## config.mk

```make
export PLATFORM = sky130hd
export DESIGN_NAME = hamming_decoder_fsm
export DESIGN_NICKNAME = d
export VERILOG_FILES = /design/src/rtl/hamming_decoder_fsm.sv
export SDC_FILE = /design/constraint.sdc
export NUM_CORES = 1
export LEC_CHECK = 0
export ABC_CLOCK_PERIOD_IN_PS = 4200
export BUFFER_PORTS_ARGS = -buffer_cell sky130_fd_sc_hd__buf_2
export CAP_MARGIN = 20
export CELL_PAD_IN_SITES_DETAIL_PLACEMENT = 1
export CELL_PAD_IN_SITES_GLOBAL_PLACEMENT = 2
export CORE_MARGIN = 2
export CORE_UTILIZATION = 39
export CTS_BUF_LIST = sky130_fd_sc_hd__clkbuf_8
export DETAILED_ROUTE_END_ITERATION = 10
export HOLD_SLACK_MARGIN = 0.06
export PLACE_DENSITY_LB_ADDON = 0.3
export SKIP_CTS_REPAIR_TIMING = 1
export SLEW_MARGIN = 5
export SYNTH_ARGS = -nofsm -noshare
export SYNTH_HDL_FRONTEND = slang
export SYNTH_SLANG_ARGS = --single-unit
```

## constraint.sdc

```tcl
create_clock -name clk -period 4.2 [get_ports clk]
set_clock_uncertainty 0.05 [all_clocks]
set_input_delay 0.21 -clock clk [delete_from_list [all_inputs] [get_ports clk]]
set_output_delay 0.21 -clock clk [all_outputs]
set_load 0.02 [all_outputs]
```

## src/rtl/hamming_decoder_fsm.sv

```systemverilog
// Hamming(7,4) single-error-correcting decoder.
// Four-state FSM with valid/ready ports and saturating word/error counters.
module hamming_decoder_fsm #(
  parameter int CNT_W = 8
) (
  input  logic             clk,
  input  logic             rst_n,
  input  logic             in_valid,
  output logic             in_ready,
  input  logic [6:0]       in_code,
  output logic             out_valid,
  input  logic             out_ready,
  output logic [3:0]       out_data,
  output logic             out_err,
  output logic [2:0]       out_err_pos,
  input  logic             cnt_clr,
  output logic [CNT_W-1:0] word_cnt,
  output logic [CNT_W-1:0] err_cnt
);

  localparam logic [1:0] IDLE  = 2'd0;
  localparam logic [1:0] CHECK = 2'd1;
  localparam logic [1:0] FIX   = 2'd2;
  localparam logic [1:0] HOLD  = 2'd3;

  localparam logic [CNT_W-1:0] CNT_ONE = {{(CNT_W-1){1'b0}}, 1'b1};
  localparam logic [CNT_W-1:0] CNT_MAX = {CNT_W{1'b1}};

  logic [1:0]       state_q, state_d;
  logic [6:0]       code_q;
  logic [2:0]       syn_q, syn_d;
  logic [3:0]       data_q, data_d;
  logic             err_q;
  logic [2:0]       pos_q;
  logic             valid_q;
  logic [CNT_W-1:0] wcnt_q, wcnt_d;
  logic [CNT_W-1:0] ecnt_q, ecnt_d;
  logic             xfer;

  assign in_ready    = (state_q == IDLE);
  assign out_valid   = valid_q;
  assign out_data    = data_q;
  assign out_err     = err_q;
  assign out_err_pos = pos_q;
  assign word_cnt    = wcnt_q;
  assign err_cnt     = ecnt_q;

  assign xfer = (state_q == HOLD) && out_ready;

  always_comb begin
    state_d = state_q;
    unique case (state_q)
      IDLE:  if (in_valid) state_d = CHECK;
      CHECK: state_d = FIX;
      FIX:   state_d = HOLD;
      HOLD:  if (out_ready) state_d = IDLE;
      default: state_d = IDLE;
    endcase
  end

  always_comb begin
    syn_d[0] = code_q[0] ^ code_q[2] ^ code_q[4] ^ code_q[6];
    syn_d[1] = code_q[1] ^ code_q[2] ^ code_q[5] ^ code_q[6];
    syn_d[2] = code_q[3] ^ code_q[4] ^ code_q[5] ^ code_q[6];
  end

  // Only data positions 3,5,6,7 matter; a parity-bit hit leaves data alone.
  always_comb begin
    data_d[0] = code_q[2] ^ (syn_q == 3'd3);
    data_d[1] = code_q[4] ^ (syn_q == 3'd5);
    data_d[2] = code_q[5] ^ (syn_q == 3'd6);
    data_d[3] = code_q[6] ^ (syn_q == 3'd7);
  end

  always_comb begin
    wcnt_d = wcnt_q;
    ecnt_d = ecnt_q;
    if (cnt_clr) begin
      wcnt_d = '0;
      ecnt_d = '0;
    end else if (xfer) begin
      if (wcnt_q != CNT_MAX) wcnt_d = wcnt_q + CNT_ONE;
      if (err_q && ecnt_q != CNT_MAX) ecnt_d = ecnt_q + CNT_ONE;
    end
  end

  always_ff @(posedge clk or negedge rst_n) begin
    if (!rst_n) begin
      state_q <= IDLE;
      code_q  <= '0;
      syn_q   <= '0;
      data_q  <= '0;
      err_q   <= 1'b0;
      pos_q   <= '0;
      valid_q <= 1'b0;
      wcnt_q  <= '0;
      ecnt_q  <= '0;
    end else begin
      state_q <= state_d;
      wcnt_q  <= wcnt_d;
      ecnt_q  <= ecnt_d;
      if (state_q == IDLE && in_valid) code_q <= in_code;
      if (state_q == CHECK) syn_q <= syn_d;
      if (state_q == FIX) begin
        data_q  <= data_d;
        err_q   <= |syn_q;
        pos_q   <= syn_q;
        valid_q <= 1'b1;
      end else if (xfer) begin
        valid_q <= 1'b0;
      end
    end
  end

endmodule
```

==> impl_metrics.tcl <==
set metrics [dict create \
    clk_pin_slew_worst_paths_ps 80 \
    synthArstFlopShare_pct 100 \
    start_util_pct 41.2 \
    period_needed_ps 1800 \
    routed-via-count 1549 \
    cts_tree "done" \
    crit_arrival_ps 1930 \
    crit_path_start_kind "flop" \
    overflow 0 \
    p_leak_nw 1.03 \
    max_freq_mhz 557 \
    utilization_pct 49.0 \
    dp_cells 282 \
    crit_type "flop to flop" \
    die_area_um2 5640 \
    finalHoldViolations 0 \
    clkSinkCount 37 \
    worst_pin_slew_ps 839 \
    synth_fp_nets 202 \
    yosys_warnings 0 \
    tns_ps 0 \
    min_path_type "primary input to flop" \
    crit_fanout 7 \
    max-vdd-ir-drop_v 0.000376 \
    endpoint_kind "flop" \
    rsz0062_at_grt "false" \
    grt_usage_pct 19.0 \
    antenna_found_initial 0 \
    grt_pass1_vias 1659 \
    ys_seq_elements 37 \
    rows 25 \
    pin_count 38 \
    dp.final_hpwl_um 3450 \
    setup_viol_count_final 0 \
    htreeDepth 2 \
    slew_viol_final 0 \
    grt_max_degree 38 \
    drive_gt1_share_pct 29.9 \
    required_ps 4340 \
    layout.nets 242 \
    drt-initial-drc-count 112 \
    gp_congestion 0.795 \
    die_width_um 75.1 \
    slew_headroom_pct 44.1 \
    antennaDiodeCount 0 \
    syn_area_per_cell_um2 10.8 \
    cts_buffers 5 \
    cts_max_path_buffers 2 \
    hold-worst-slack_ps 90.9 \
    ys_seq_area_share_pct 46.9 \
    synth_cell_types 38 \
    fin_area_um2 2350 \
    cts_root_buffer "clkbuf_8" \
    core_area_um2 4790 \
    area_growth_pct 18.9 \
    r2r_slack_ps 2400 \
    syn_area_um2 1970 \
    final_cell_mix "dfrtp_1, buf_2, nor2_1" \
    finalNonFillerCells 291 \
    synth_ff_type "dfrtp_1" \
    wire_per_inst_um 16.5 \
    clock_latency_ps 300 \
    wl_um 4790 \
    dr.pass1.iters 4 \
    power_per_cell_area_nw_per_um2 634 \
    fp.dieH_um 75.1 \
    netlist_instances 183 \
    synth_edf_count 0 \
    status "completed" \
    cap_violations 0 \
    port_buffers 37 \
    grt_pass1_wl_um 8000 \
    ant_nets 0 \
    layout_worst_path_cycle_share_pct 42.8 \
    drc 0 \
    viasPerCell 5.32 \
    placed_area_um2 2220 \
]
final cells by class:
class                   count  area [um2]
clock buffers               6        82.6
clock inverters             2        37.5
fillers                   563        2440
inverters                   7        26.3
multi-input cells         134         995
flip-flops and latches     37         926
well taps                  67        83.8
repair buffers             38         195
synth_stat cells, types with 5 or more instances:
cell,count,area [um2]
a21oi_1,9,45.0
dfrtp_1,37,926
ha_1,7,87.6
inv_1,7,26.3
mux2_2,13,146
nand2b_1,7,43.8
nand3_1,7,35.0
nor2_1,15,56.3
nor2b_1,6,37.5
nor3_1,5,25.0
xnor2_1,8,70.1
worst max-delay path, cell delays in order (launching register included):
cell      delay (ps)
dfrtp_1          450
ha_1             290
and4_1           320
a211oi_2         260
mux2_4           320
final timing paths:
path,endpoint,startpoint,depth (start not counted)
max in group asynchronous,word_cnt[2]$_DFFE_PN0P_,rst_n,2
worst max register to register,err_cnt[3]$_DFFE_PN0P_,err_cnt[0]$_DFFE_PN0P_,4
worst max-delay path,err_cnt[3]$_DFFE_PN0P_,err_cnt[0]$_DFFE_PN0P_,4
min in group asynchronous,err_cnt[3]$_DFFE_PN0P_,rst_n,2
worst min register to register,out_valid$_DFFE_PN0P_,out_valid$_DFFE_PN0P_,1
worst min-delay path,code_q[5]$_DFFE_PN0P_,in_code[5],2
cells by family (layout without fill, tap and decap cells):
logic type | count (synthesis) | count (layout) | share of synthesized area, %
simple gates | 66 | 66 | 19.0
flops | 37 | 37 | 46.9
fa+ha+maj | 7 | 7 | 4.44
mux | 19 | 19 | 11.2
buf+inv | 12 | 53 | 2.66
compound gates | 30 | 30 | 10.4
xor+xnor | 12 | 12 | 5.33
registers in the layout, indices dropped and copies added, names as in the netlist:
name	cells
word_cnt	8
err_cnt	8
state_q	2
out_data	4
out_err_pos	3
out_valid	1
syn_q	3
out_err	1
code_q	7
per-stage QoR:
stage / power, mW / setup slack [ps]
6_report: 1.49 / 2400
3_5_place_dp: 1.17 / 2420
2_1_floorplan: 1.00 / 2440
4_1_cts: 1.51 / 2390
5_1_grt: 1.59 / 2330
3_3_place_gp: 1.14 / 2500
routing by layer:
layer	wire length, um	vias up	track usage [%]
li1	-	739	-
met1	2030	779	21.8
met2	2540	26	34.6
met3	172	5	4.42
met4	48	0	6.24
met5	0	-	0
report_power, final:
group | internal, mW | switching, mW
Clock | 0.193 | 0.135
Sequential | 0.467 | 0.113
Combinational | 0.270 | 0.309
Note: power is estimated with default switching activity, not from simulation.
